===== config.mk =====
export PLATFORM = sky130hd
export DESIGN_NAME = sram_burst_ctrl_flat
export DESIGN_NICKNAME = d
export VERILOG_FILES = /design/src/rtl/sram_burst_ctrl_if.sv /design/src/rtl/sram_burst_ctrl.sv /design/src/flat_wrapper.sv
export SDC_FILE = /design/constraint.sdc
export NUM_CORES = 1
export LEC_CHECK = 0
export CAP_MARGIN = 5
export CORE_MARGIN = 2
export CORE_UTILIZATION = 47
export DETAILED_ROUTE_END_ITERATION = 16
export GPL_TIMING_DRIVEN = 0
export HOLD_SLACK_MARGIN = 0.02
export PLACE_DENSITY = 0.78
export SYNTH_ARGS = -nofsm -noshare
export SYNTH_HDL_FRONTEND = slang
export SYNTH_SLANG_ARGS = --single-unit

===== constraint.sdc =====
create_clock -name clk -period 2.4 [get_ports clk]
set_input_delay 0.72 -clock clk [delete_from_list [all_inputs] [get_ports clk]]
set_output_delay 0.72 -clock clk [all_outputs]
set_load 0.03 [all_outputs]

===== src/rtl/sram_burst_ctrl_if.sv =====
// Command, write-data, read-data and external SRAM pins of the burst controller.
// The slave modport is the controller's view; master is the user/board side.
interface sram_burst_ctrl_if #(
  parameter int ADDR_W = 19,
  parameter int BUS_W  = 16,
  parameter int WORD_W = 32,
  parameter int LEN_W  = 16
);
  logic              cmd_valid;
  logic              cmd_ready;
  logic              cmd_write;
  logic [ADDR_W-1:0] cmd_addr;
  logic [LEN_W-1:0]  cmd_len;

  logic [WORD_W-1:0] wr_data;
  logic              wr_valid;
  logic              wr_ready;

  logic [WORD_W-1:0] rd_data;
  logic              rd_valid;
  logic              done;

  logic [ADDR_W-1:0] sram_addr;
  logic [BUS_W-1:0]  sram_dq_o;
  logic              sram_dq_oe;
  logic [BUS_W-1:0]  sram_dq_i;
  logic              sram_ce_n;
  logic              sram_lb_n;
  logic              sram_ub_n;
  logic              ram_clk;
  logic              ram_adv;
  logic              sram_we_n;
  logic              sram_oe_n;

  modport slave (
    input  cmd_valid, cmd_write, cmd_addr, cmd_len, wr_data, wr_valid, sram_dq_i,
    output cmd_ready, wr_ready, rd_data, rd_valid, done,
    output sram_addr, sram_dq_o, sram_dq_oe, sram_ce_n, sram_lb_n, sram_ub_n,
    output ram_clk, ram_adv, sram_we_n, sram_oe_n
  );

  modport master (
    output cmd_valid, cmd_write, cmd_addr, cmd_len, wr_data, wr_valid, sram_dq_i,
    input  cmd_ready, wr_ready, rd_data, rd_valid, done,
    input  sram_addr, sram_dq_o, sram_dq_oe, sram_ce_n, sram_lb_n, sram_ub_n,
    input  ram_clk, ram_adv, sram_we_n, sram_oe_n
  );
endinterface


===== src/rtl/sram_burst_ctrl.sv =====
// Asynchronous SRAM burst controller: moves WORD_W-bit words over a BUS_W-bit bus,
// most-significant slice first, with a programmable strobe width and address wrap.
module sram_burst_ctrl #(
  parameter int ADDR_W      = 19,
  parameter int BUS_W       = 16,
  parameter int WORD_W      = 32,
  parameter int WAIT_CYCLES = 2,
  parameter int LEN_W       = 16
) (
  input logic             clk,
  input logic             reset,
  sram_burst_ctrl_if.slave bus
);

  localparam int SLICES = WORD_W / BUS_W;
  localparam int SL_W   = (SLICES > 1) ? $clog2(SLICES) : 1;
  localparam int WC_W   = (WAIT_CYCLES > 1) ? $clog2(WAIT_CYCLES) : 1;
  localparam logic [SL_W-1:0] TOP_SLICE = SL_W'(SLICES - 1);
  localparam logic [WC_W-1:0] WAIT_LAST = WC_W'(WAIT_CYCLES - 1);

  typedef enum logic [2:0] {
    IDLE, WAIT_DATA, SETUP, STROBE, HOLD, DONE
  } state_t;

  state_t            state_q, state_d;
  logic              cmd_ready_q, cmd_ready_d;
  logic              write_q, write_d;
  logic [LEN_W-1:0]  len_q, len_d;
  logic [SL_W-1:0]   slice_q, slice_d;
  logic [WC_W-1:0]   wait_q, wait_d;
  logic [ADDR_W-1:0] addr_q, addr_d;
  logic [WORD_W-1:0] word_q, word_d;
  logic              dq_oe_q, dq_oe_d;
  logic              we_n_q, we_n_d;
  logic              oe_n_q, oe_n_d;
  logic [WORD_W-1:0] rd_data_q, rd_data_d;
  logic              rd_valid_q, rd_valid_d;
  logic              done_q, done_d;

  logic [WORD_W-1:0] word_cap;
  logic [WORD_W-1:0] word_shift;

  // word_q doubles as the write shift register (its top slice is the bus) and the read assembler.
  generate
    if (SLICES > 1) begin : g_multi
      assign word_cap   = {word_q[WORD_W-BUS_W-1:0], bus.sram_dq_i};
      assign word_shift = {word_q[WORD_W-BUS_W-1:0], {BUS_W{1'b0}}};
    end else begin : g_single
      assign word_cap   = bus.sram_dq_i;
      assign word_shift = word_q;
    end
  endgenerate

  always_comb begin
    state_d     = state_q;
    cmd_ready_d = 1'b0;
    write_d     = write_q;
    len_d       = len_q;
    slice_d     = slice_q;
    wait_d      = wait_q;
    addr_d      = addr_q;
    word_d      = word_q;
    dq_oe_d     = dq_oe_q;
    we_n_d      = we_n_q;
    oe_n_d      = oe_n_q;
    rd_data_d   = rd_data_q;
    rd_valid_d  = 1'b0;
    done_d      = 1'b0;

    unique case (state_q)
      IDLE: begin
        cmd_ready_d = 1'b1;
        if (bus.cmd_valid && cmd_ready_q) begin
          cmd_ready_d = 1'b0;
          write_d     = bus.cmd_write;
          addr_d      = bus.cmd_addr;
          len_d       = bus.cmd_len;
          slice_d     = TOP_SLICE;
          if (bus.cmd_write) begin
            state_d = WAIT_DATA;
          end else begin
            state_d = SETUP;
            oe_n_d  = 1'b0;
          end
        end
      end

      WAIT_DATA: begin
        if (bus.wr_valid) begin
          word_d  = bus.wr_data;
          dq_oe_d = 1'b1;
          state_d = SETUP;
        end
      end

      SETUP: begin
        state_d = STROBE;
        wait_d  = WAIT_LAST;
        we_n_d  = ~write_q;
      end

      STROBE: begin
        if (wait_q == '0) begin
          state_d = HOLD;
          we_n_d  = 1'b1;
          oe_n_d  = 1'b1;
          if (!write_q) begin
            word_d = word_cap;
            if (slice_q == '0) begin
              rd_data_d  = word_cap;
              rd_valid_d = 1'b1;
            end
          end
        end else begin
          wait_d = wait_q - WC_W'(1);
        end
      end

      HOLD: begin
        addr_d = addr_q + ADDR_W'(1);
        if (slice_q != '0) begin
          slice_d = slice_q - SL_W'(1);
          state_d = SETUP;
          if (write_q) word_d = word_shift;
          else         oe_n_d = 1'b0;
        end else if (len_q != '0) begin
          len_d   = len_q - LEN_W'(1);
          slice_d = TOP_SLICE;
          if (write_q) begin
            state_d = WAIT_DATA;
            dq_oe_d = 1'b0;
          end else begin
            state_d = SETUP;
            oe_n_d  = 1'b0;
          end
        end else begin
          state_d = DONE;
          done_d  = 1'b1;
          dq_oe_d = 1'b0;
        end
      end

      DONE: begin
        state_d     = IDLE;
        cmd_ready_d = 1'b1;
      end

      default: begin
        state_d = IDLE;
      end
    endcase
  end

  always_ff @(posedge clk) begin
    if (reset) begin
      state_q     <= IDLE;
      cmd_ready_q <= 1'b1;
      write_q     <= 1'b0;
      len_q       <= '0;
      slice_q     <= '0;
      wait_q      <= '0;
      addr_q      <= '0;
      word_q      <= '0;
      dq_oe_q     <= 1'b0;
      we_n_q      <= 1'b1;
      oe_n_q      <= 1'b1;
      rd_data_q   <= '0;
      rd_valid_q  <= 1'b0;
      done_q      <= 1'b0;
    end else begin
      state_q     <= state_d;
      cmd_ready_q <= cmd_ready_d;
      write_q     <= write_d;
      len_q       <= len_d;
      slice_q     <= slice_d;
      wait_q      <= wait_d;
      addr_q      <= addr_d;
      word_q      <= word_d;
      dq_oe_q     <= dq_oe_d;
      we_n_q      <= we_n_d;
      oe_n_q      <= oe_n_d;
      rd_data_q   <= rd_data_d;
      rd_valid_q  <= rd_valid_d;
      done_q      <= done_d;
    end
  end

  // wr_ready is combinational so the producer sees it in the very cycle its word is taken.
  assign bus.wr_ready   = (state_q == WAIT_DATA) && bus.wr_valid;
  assign bus.cmd_ready  = cmd_ready_q;
  assign bus.rd_data    = rd_data_q;
  assign bus.rd_valid   = rd_valid_q;
  assign bus.done       = done_q;
  assign bus.sram_addr  = addr_q;
  assign bus.sram_dq_o  = word_q[WORD_W-1 -: BUS_W];
  assign bus.sram_dq_oe = dq_oe_q;
  assign bus.sram_we_n  = we_n_q;
  assign bus.sram_oe_n  = oe_n_q;
  assign bus.sram_ce_n  = 1'b0;
  assign bus.sram_lb_n  = 1'b0;
  assign bus.sram_ub_n  = 1'b0;
  assign bus.ram_clk    = 1'b0;
  assign bus.ram_adv    = 1'b0;

endmodule


===== src/flat_wrapper.sv =====
// flat-port wrapper written by rule: the top's interface ports become plain ports
module sram_burst_ctrl_flat 
#(
  parameter int ADDR_W      = 19,
  parameter int BUS_W       = 16,
  parameter int WORD_W      = 32,
  parameter int WAIT_CYCLES = 2,
  parameter int LEN_W       = 16
)
  (clk, reset, bus_cmd_valid, bus_cmd_write, bus_cmd_addr, bus_cmd_len, bus_wr_data, bus_wr_valid, bus_sram_dq_i, bus_cmd_ready, bus_wr_ready, bus_rd_data, bus_rd_valid, bus_done, bus_sram_addr, bus_sram_dq_o, bus_sram_dq_oe, bus_sram_ce_n, bus_sram_lb_n, bus_sram_ub_n, bus_ram_clk, bus_ram_adv, bus_sram_we_n, bus_sram_oe_n);
  sram_burst_ctrl_if #(.ADDR_W(ADDR_W), .BUS_W(BUS_W), .WORD_W(WORD_W), .LEN_W(LEN_W)) bus_i ();
  input logic clk;
  input logic reset;
  input wire logic [$bits(bus_i.cmd_valid)-1:0] bus_cmd_valid;
  input wire logic [$bits(bus_i.cmd_write)-1:0] bus_cmd_write;
  input wire logic [$bits(bus_i.cmd_addr)-1:0] bus_cmd_addr;
  input wire logic [$bits(bus_i.cmd_len)-1:0] bus_cmd_len;
  input wire logic [$bits(bus_i.wr_data)-1:0] bus_wr_data;
  input wire logic [$bits(bus_i.wr_valid)-1:0] bus_wr_valid;
  input wire logic [$bits(bus_i.sram_dq_i)-1:0] bus_sram_dq_i;
  output wire logic [$bits(bus_i.cmd_ready)-1:0] bus_cmd_ready;
  output wire logic [$bits(bus_i.wr_ready)-1:0] bus_wr_ready;
  output wire logic [$bits(bus_i.rd_data)-1:0] bus_rd_data;
  output wire logic [$bits(bus_i.rd_valid)-1:0] bus_rd_valid;
  output wire logic [$bits(bus_i.done)-1:0] bus_done;
  output wire logic [$bits(bus_i.sram_addr)-1:0] bus_sram_addr;
  output wire logic [$bits(bus_i.sram_dq_o)-1:0] bus_sram_dq_o;
  output wire logic [$bits(bus_i.sram_dq_oe)-1:0] bus_sram_dq_oe;
  output wire logic [$bits(bus_i.sram_ce_n)-1:0] bus_sram_ce_n;
  output wire logic [$bits(bus_i.sram_lb_n)-1:0] bus_sram_lb_n;
  output wire logic [$bits(bus_i.sram_ub_n)-1:0] bus_sram_ub_n;
  output wire logic [$bits(bus_i.ram_clk)-1:0] bus_ram_clk;
  output wire logic [$bits(bus_i.ram_adv)-1:0] bus_ram_adv;
  output wire logic [$bits(bus_i.sram_we_n)-1:0] bus_sram_we_n;
  output wire logic [$bits(bus_i.sram_oe_n)-1:0] bus_sram_oe_n;
  assign bus_i.cmd_valid = bus_cmd_valid;
  assign bus_i.cmd_write = bus_cmd_write;
  assign bus_i.cmd_addr = bus_cmd_addr;
  assign bus_i.cmd_len = bus_cmd_len;
  assign bus_i.wr_data = bus_wr_data;
  assign bus_i.wr_valid = bus_wr_valid;
  assign bus_i.sram_dq_i = bus_sram_dq_i;
  assign bus_cmd_ready = bus_i.cmd_ready;
  assign bus_wr_ready = bus_i.wr_ready;
  assign bus_rd_data = bus_i.rd_data;
  assign bus_rd_valid = bus_i.rd_valid;
  assign bus_done = bus_i.done;
  assign bus_sram_addr = bus_i.sram_addr;
  assign bus_sram_dq_o = bus_i.sram_dq_o;
  assign bus_sram_dq_oe = bus_i.sram_dq_oe;
  assign bus_sram_ce_n = bus_i.sram_ce_n;
  assign bus_sram_lb_n = bus_i.sram_lb_n;
  assign bus_sram_ub_n = bus_i.sram_ub_n;
  assign bus_ram_clk = bus_i.ram_clk;
  assign bus_ram_adv = bus_i.ram_adv;
  assign bus_sram_we_n = bus_i.sram_we_n;
  assign bus_sram_oe_n = bus_i.sram_oe_n;
  sram_burst_ctrl #(.ADDR_W(ADDR_W), .BUS_W(BUS_W), .WORD_W(WORD_W), .WAIT_CYCLES(WAIT_CYCLES), .LEN_W(LEN_W)) u_core (.clk(clk), .reset(reset), .bus(bus_i));
endmodule

# Word level (Yosys, flattened, before mapping)
# Cells that the tools add are included.
# word_totals
ff_bits	111
inputBits	88
output_inout_bits	79
wordCells	102
# op_classes
addsub	4
eq_ne	16
muxes	43
bitwise	5
n_reduce_logical	20
# ops
cell	count
2-to-1 mux 32 bit	5
case mux 32 bit (3 select lines)	1
2-to-1 mux 16 bit	3
case mux 19 bit (2 select lines)	1
case mux 16 bit (2 select lines)	1
adder 19 x 1 -> 19 bit, second input constant	1
2-to-1 mux 19 bit	1
2-to-1 mux 1 bit	17
nonzero test 16 bit	1
subtractor 16 x 1 -> 16 bit, second input constant	1
2-to-1 mux 3 bit	5
case mux 3 bit (5 select lines)	1
AND reduction 4 bit	3
inequality test 2 bit, second input constant	5
case mux 1 bit (2 select lines)	5
inequality test 2 x 1 -> 1 bit, second input constant	4
== test 3 x 2 -> 1 bit, second input constant	2
== test 3 bit, second input constant	2
AND reduction 2 bit	3
AND reduction 6 bit	1
nonzero test 2 bit	3
nonzero test 3 bit	2
NOT 1 bit	5
AND reduction 5 bit	1
other kinds (11)	14

# Longest topological paths before layout
# depth
ltp_word	4
mapped_depth	8
mapped_depth_nobuf	7

# Worst setup path before layout
# OpenSTA, ideal clock, no wires.
# synth_path
path_kind	input to output
from	input port bus_wr_valid
to	output port bus_wr_ready
arrival_ps	1480
required_ps	1680
slack_ps	200
path_stages	2
path_buffers	0
cell_sequence	nand2_1 nor3_1
# synth_via
elab_chain_cells	1
# synth_lines
element	line	source
start, declared	flat_wrapper.sv:19	input wire logic [$bits(bus_i.wr_valid)-1:0] bus_wr_valid;
logical AND 1 bit	sram_burst_ctrl.sv:189	assign bus.wr_ready = (state_q == WAIT_DATA) && bus.wr_valid;
end, declared	flat_wrapper.sv:22	output wire logic [$bits(bus_i.wr_ready)-1:0] bus_wr_ready;
# No other way between the ends.

# Worst setup path after layout
# layout_path
from	input port bus_cmd_valid
to	register u_core.len_q[6]
# layout_via
elab_chain_cells	3
# layout_lines
element	line	source
start, declared	flat_wrapper.sv:14	input wire logic [$bits(bus_i.cmd_valid)-1:0] bus_cmd_valid;
logical AND 1 bit	sram_burst_ctrl.sv:73	if (bus.cmd_valid && cmd_ready_q) begin
inequality test 2 x 1 -> 1 bit (no source line)	n/a	
AND reduction 4 bit (no source line)	n/a	
end signal, assigned	sram_burst_ctrl.sv:174	len_q <= len_d;
end, declared	sram_burst_ctrl.sv:28	logic [LEN_W-1:0] len_q, len_d;
# No other way between the ends.
# A chain may end at the register's enable or synchronous reset.

==> run summary <==
Most common library cell in the layout ignoring fill and taps: sky130_fd_sc_hd__clkdlybuf4s50_1. Entering global routing, the biggest net connects 20 pins. The starting DRC count in detailed routing was 595.

The placer congestion estimate is 0.905. Count of buffers inserted at the top-level ports: 161. In the layout the commonest cells are sky130_fd_sc_hd__clkdlybuf4s50_1 (159), sky130_fd_sc_hd__nand2_1 (122), sky130_fd_sc_hd__dfxtp_1 (111). Overflow left after global routing: 0.

Power spread over the standard cell area amounts to 706 mW/mm2. During synthesis, Yosys emitted a total of 0 warnings. Measured against its own limit, the worst slew margin works out to 43.8%.

The mean instance size in the synthesized netlist was 8.02 um2. The H-tree was split into 3 levels. The remaining number of nets flagged by the antenna check after routing came out at 0. The count of pins on the block boundary is 167, and the share of synthesized cell area in and, or, nand and nor gates is 21.8%.

The tools report the category of the worst setup path launch point as a primary input. The run gives 6 as the number of iterations in the first detailed-routing pass. At the worst endpoint, the required time is 2.64 ns. The design draws 5.38 mW. Of the total power, the share spent switching nets is 35.4%. Clock period minus final worst setup slack: 2.32 ns. TritonCTS built the clock tree. At the pin with the least slew margin, the transition time is 0.838 ns.

The via count of the first global-routing pass is 5885, and the width of the die is 112 um. The most used flip-flop cell after synthesis is sky130_fd_sc_hd__dfxtp_1. The share of total power dissipated in the clock network is 27.6%. Based on the critical path, the design can be clocked at up to 431 MHz. Of all nets on the critical path, the largest fanout is 7. Of the total synthesized cell area, the portion taken by XOR and XNOR cells is 0.318%. The hold violation count in the final report is 0, and the maximum resistive drop on vdd is 0.549 mV. The tools report the detailed placement HPWL as 13900 um. Setup repair after global routing left no endpoint under its margin.

For this design the static power due to leakage is 2.68 nW. Synthesis handed over a netlist of 687 instances. Setup violations remaining at the end of the flow were counted as 0. The clock net in this run drives a total of 111 sinks.

In this run the post-CTS setup repair buffer count came out at 0. The fraction of final layout cells sized beyond drive strength 1 was 10.6%. For this run, design rule violations remaining after detail routing come to 0. The period utilization was 96.7%; the total die area was 0.0126 mm2.

Dividing the detail-routed via count by the number of cells gives 6.01. The portion of synthesized area spent on multiplexers is 0.363%. The reported net switching power was 1.90 mW; the final-stage net count was 953. The critical path capture point type is a flip-flop. In this run the standard cell core region covers 0.0114 mm2. The number of antenna diodes in the final layout is 0.

Measured along the y axis, the die boundary spans 112 um. The critical setup path kind was in2reg. For the global-route wire length before repair, the log shows 30100 um. After detailed routing, the average wire length per cell comes to 18.5 um. The clock arrives with 0.0111 ns of skew.

The register bit count reported by yosys came out at 111. The final route contains 6073 vias. The tightest hold path in the finished design has a slack of 0.462 ns. In the synthesized netlist the async set-or-reset flop fraction comes to 0%. The number of flops mapped to enable cells by yosys is 0, and the register share of total power is 41.3%. In this run, CTS created clock tree buffers numbering 9. The initial antenna violation count was 0; the netlist area before placement was 0.00551 mm2.

The number of different library cells used by synthesis comes to 66. The flow ran to the end, and the final reports show no timing, DRC or antenna violations. Fill cells in the final layout number 996. For this configuration, the core starts out at a cell density of 48.3%.

For this run, the total global-route usage over all layers was measured as 29.6%. Summing the areas of all compound-gate instances in the mapped netlist gives 28.8% of the synthesized area. For the max-cap violation count, the log shows 0. The tree is rooted in a sky130_fd_sc_hd__clkbuf_16. The path class of the tightest hold or removal check is reg2reg. Of the total synthesized cell area, the portion taken by full adders, half adders and majority gates is 0.454%. For this block, the routed nets add up to 18700 um of wire.

Clock latency on the worst-skew pair, taken at its later pin, is 0.36 ns. The data arrival time at the worst-slack endpoint is 2.56 ns. The logs give 2 for the number of buffers on the longest clock path and 31.1% for the logic gate share of total power.

From synthesis to final layout, the design area changed by 38.5%. The sequential-to-total area share from yosys stat was 40.3%; the floorplan row count was 39. The count of pins over their slew limit was 0; the clock transition at the registers of the reported paths was 0.07 ns.

In this run, post-CTS hold repair placed 0 buffers. By area, the combinational part of the netlist is dominated by compound AO/OA/AOI/OAI gates. For the cell-internal power, the log shows 3.48 mW.
==> power groups by stage <==
stage | Combinational (mW) | Sequential, mW | Clock [mW]
final | 1.67 | 2.22 | 1.49
after global routing | 1.80 | 2.25 | 1.58
after CTS | 1.65 | 2.21 | 1.49
after detailed placement | 1.64 | 2.25 | 0
after global placement | 1.62 | 2.24 | 0
after floorplan | 0.926 | 2.33 | 0
==> worst max-delay path, stage by stage <==
cell and delay (ns):
sky130_fd_sc_hd__clkdlybuf4s50_1 0.55, sky130_fd_sc_hd__nand3b_1 0.20, sky130_fd_sc_hd__a21o_1 0.33, sky130_fd_sc_hd__nor2_1 0.40
sky130_fd_sc_hd__a31oi_1 0.09, sky130_fd_sc_hd__a32o_1 0.27
==> flip-flops by register name (all words and copies together) (netlist names) <==
name and flops:
u_core.bus.rd_data 32, u_core.bus.sram_oe_n 1, u_core.slice_q 1, u_core.wait_q 1
u_core.word_q 32, u_core.bus.sram_we_n 1, u_core.bus.rd_valid 1, u_core.bus.sram_dq_oe 1
u_core.bus.sram_addr 19, u_core.bus.cmd_ready 1, u_core.len_q 16, u_core.write_q 1
u_core.bus.done 1, u_core.state_q 3
==> per-layer routing <==
metal / up-vias / track usage (%) / wire [um] / part of all wire, %
li1: 2833 / - / - / -
met1: 2872 / 39.4 / 7980 / 43
met2: 324 / 46.9 / 8550 / 46
met3: 44 / 6.43 / 1680 / 9.0
met4: 0 / 12.1 / 541 / 2.9
met5: - / 0 / 0 / 0
==> layout make-up <==
cell class | instances | area (um2) | area share, %
plain buffers | 76 | 419 | 5.49
clock inverters | 5 | 47.5 | 0.623
repair buffers | 161 | 1610 | 21.1
flip-flops and latches | 111 | 2220 | 29.1
clock buffers | 11 | 243 | 3.18
inverters | 5 | 18.8 | 0.246
well taps | 143 | 179 | 2.35
multi-input cells | 499 | 2890 | 37.9
==> cell usage after synthesis (3+ instances only) <==
cell type / instances / area (um2)
sky130_fd_sc_hd__nand2_1: 122 / 458
sky130_fd_sc_hd__dfxtp_1: 111 / 2220
sky130_fd_sc_hd__a21oi_1: 73 / 365
sky130_fd_sc_hd__nor2_1: 60 / 225
sky130_fd_sc_hd__o21ai_0: 43 / 215
sky130_fd_sc_hd__clkbuf_1: 33 / 124
sky130_fd_sc_hd__a211oi_1: 29 / 218
sky130_fd_sc_hd__buf_4: 23 / 173
sky130_fd_sc_hd__a22oi_1: 17 / 128
sky130_fd_sc_hd__buf_2: 15 / 75.1
sky130_fd_sc_hd__nand3_1: 14 / 70.1
sky130_fd_sc_hd__nor3_1: 14 / 70.1
sky130_fd_sc_hd__a311oi_2: 12 / 180
sky130_fd_sc_hd__nand4_1: 8 / 50.1
sky130_fd_sc_hd__a311oi_1: 7 / 61.3
sky130_fd_sc_hd__nor4_1: 7 / 43.8
sky130_fd_sc_hd__and3_1: 6 / 37.5
sky130_fd_sc_hd__a31oi_1: 5 / 31.3
sky130_fd_sc_hd__o31ai_1: 5 / 37.5
sky130_fd_sc_hd__o32ai_1: 5 / 43.8
sky130_fd_sc_hd__inv_1: 4 / 15.0
sky130_fd_sc_hd__and2_1: 3 / 18.8
sky130_fd_sc_hd__and4_1: 3 / 26.3
sky130_fd_sc_hd__buf_6: 3 / 33.8
sky130_fd_sc_hd__nand2b_1: 3 / 18.8
sky130_fd_sc_hd__o21a_1: 3 / 22.5
sky130_fd_sc_hd__o22ai_1: 3 / 18.8
sky130_fd_sc_hd__o41ai_1: 3 / 26.3
==> per-stage QoR <==
step | cell area [um2] | util, % | setup TNS (ns) | cells | setup WS, ns
finish | 7630 | 66.8 | 0 | 1011 | 0.0803
CTS | 7620 | 66.7 | 0 | 1011 | 0.0585
detailed placement | 7320 | 64.1 | -20.79 | 995 | -0.844
floorplan | 5530 | - | 0 | 691 | 0.200
global route | 7630 | 66.8 | 0 | 1011 | 0.0403
global placement | 7320 | 64.1 | -18.39 | 995 | -0.893
==> cell families after synthesis <==
logic type	count (synthesis)
simple gates	260
compound gates	228
flops	111
buf+inv	81
fa+ha+maj	2
xor+xnor	2
mux	2
other cells	1
==> path summary, 6_finish.rpt <==
path                                                         endpoint  slack (ns)                            startpoint  cells after the start
worst min-delay path              u_core.bus.rd_data[13]$_SDFFE_PP0P_        0.46   u_core.bus.rd_data[13]$_SDFFE_PP0P_                      2
worst max-delay path                     u_core.len_q[6]$_SDFFE_PP0P_        0.08                         bus_cmd_valid                      6
worst max register to register  u_core.bus.sram_addr[18]$_SDFFE_PP0P_        0.22  u_core.bus.sram_addr[0]$_SDFFE_PP0P_                      6
worst min register to register    u_core.bus.rd_data[13]$_SDFFE_PP0P_        0.46   u_core.bus.rd_data[13]$_SDFFE_PP0P_                      2
==> timing repair <==
action	4_1_cts	5_1_grt
endpoints found under the setup margin	31	25
pin swaps	0	0
resized for setup	12	6
Power figures use the tool's default switching activity.
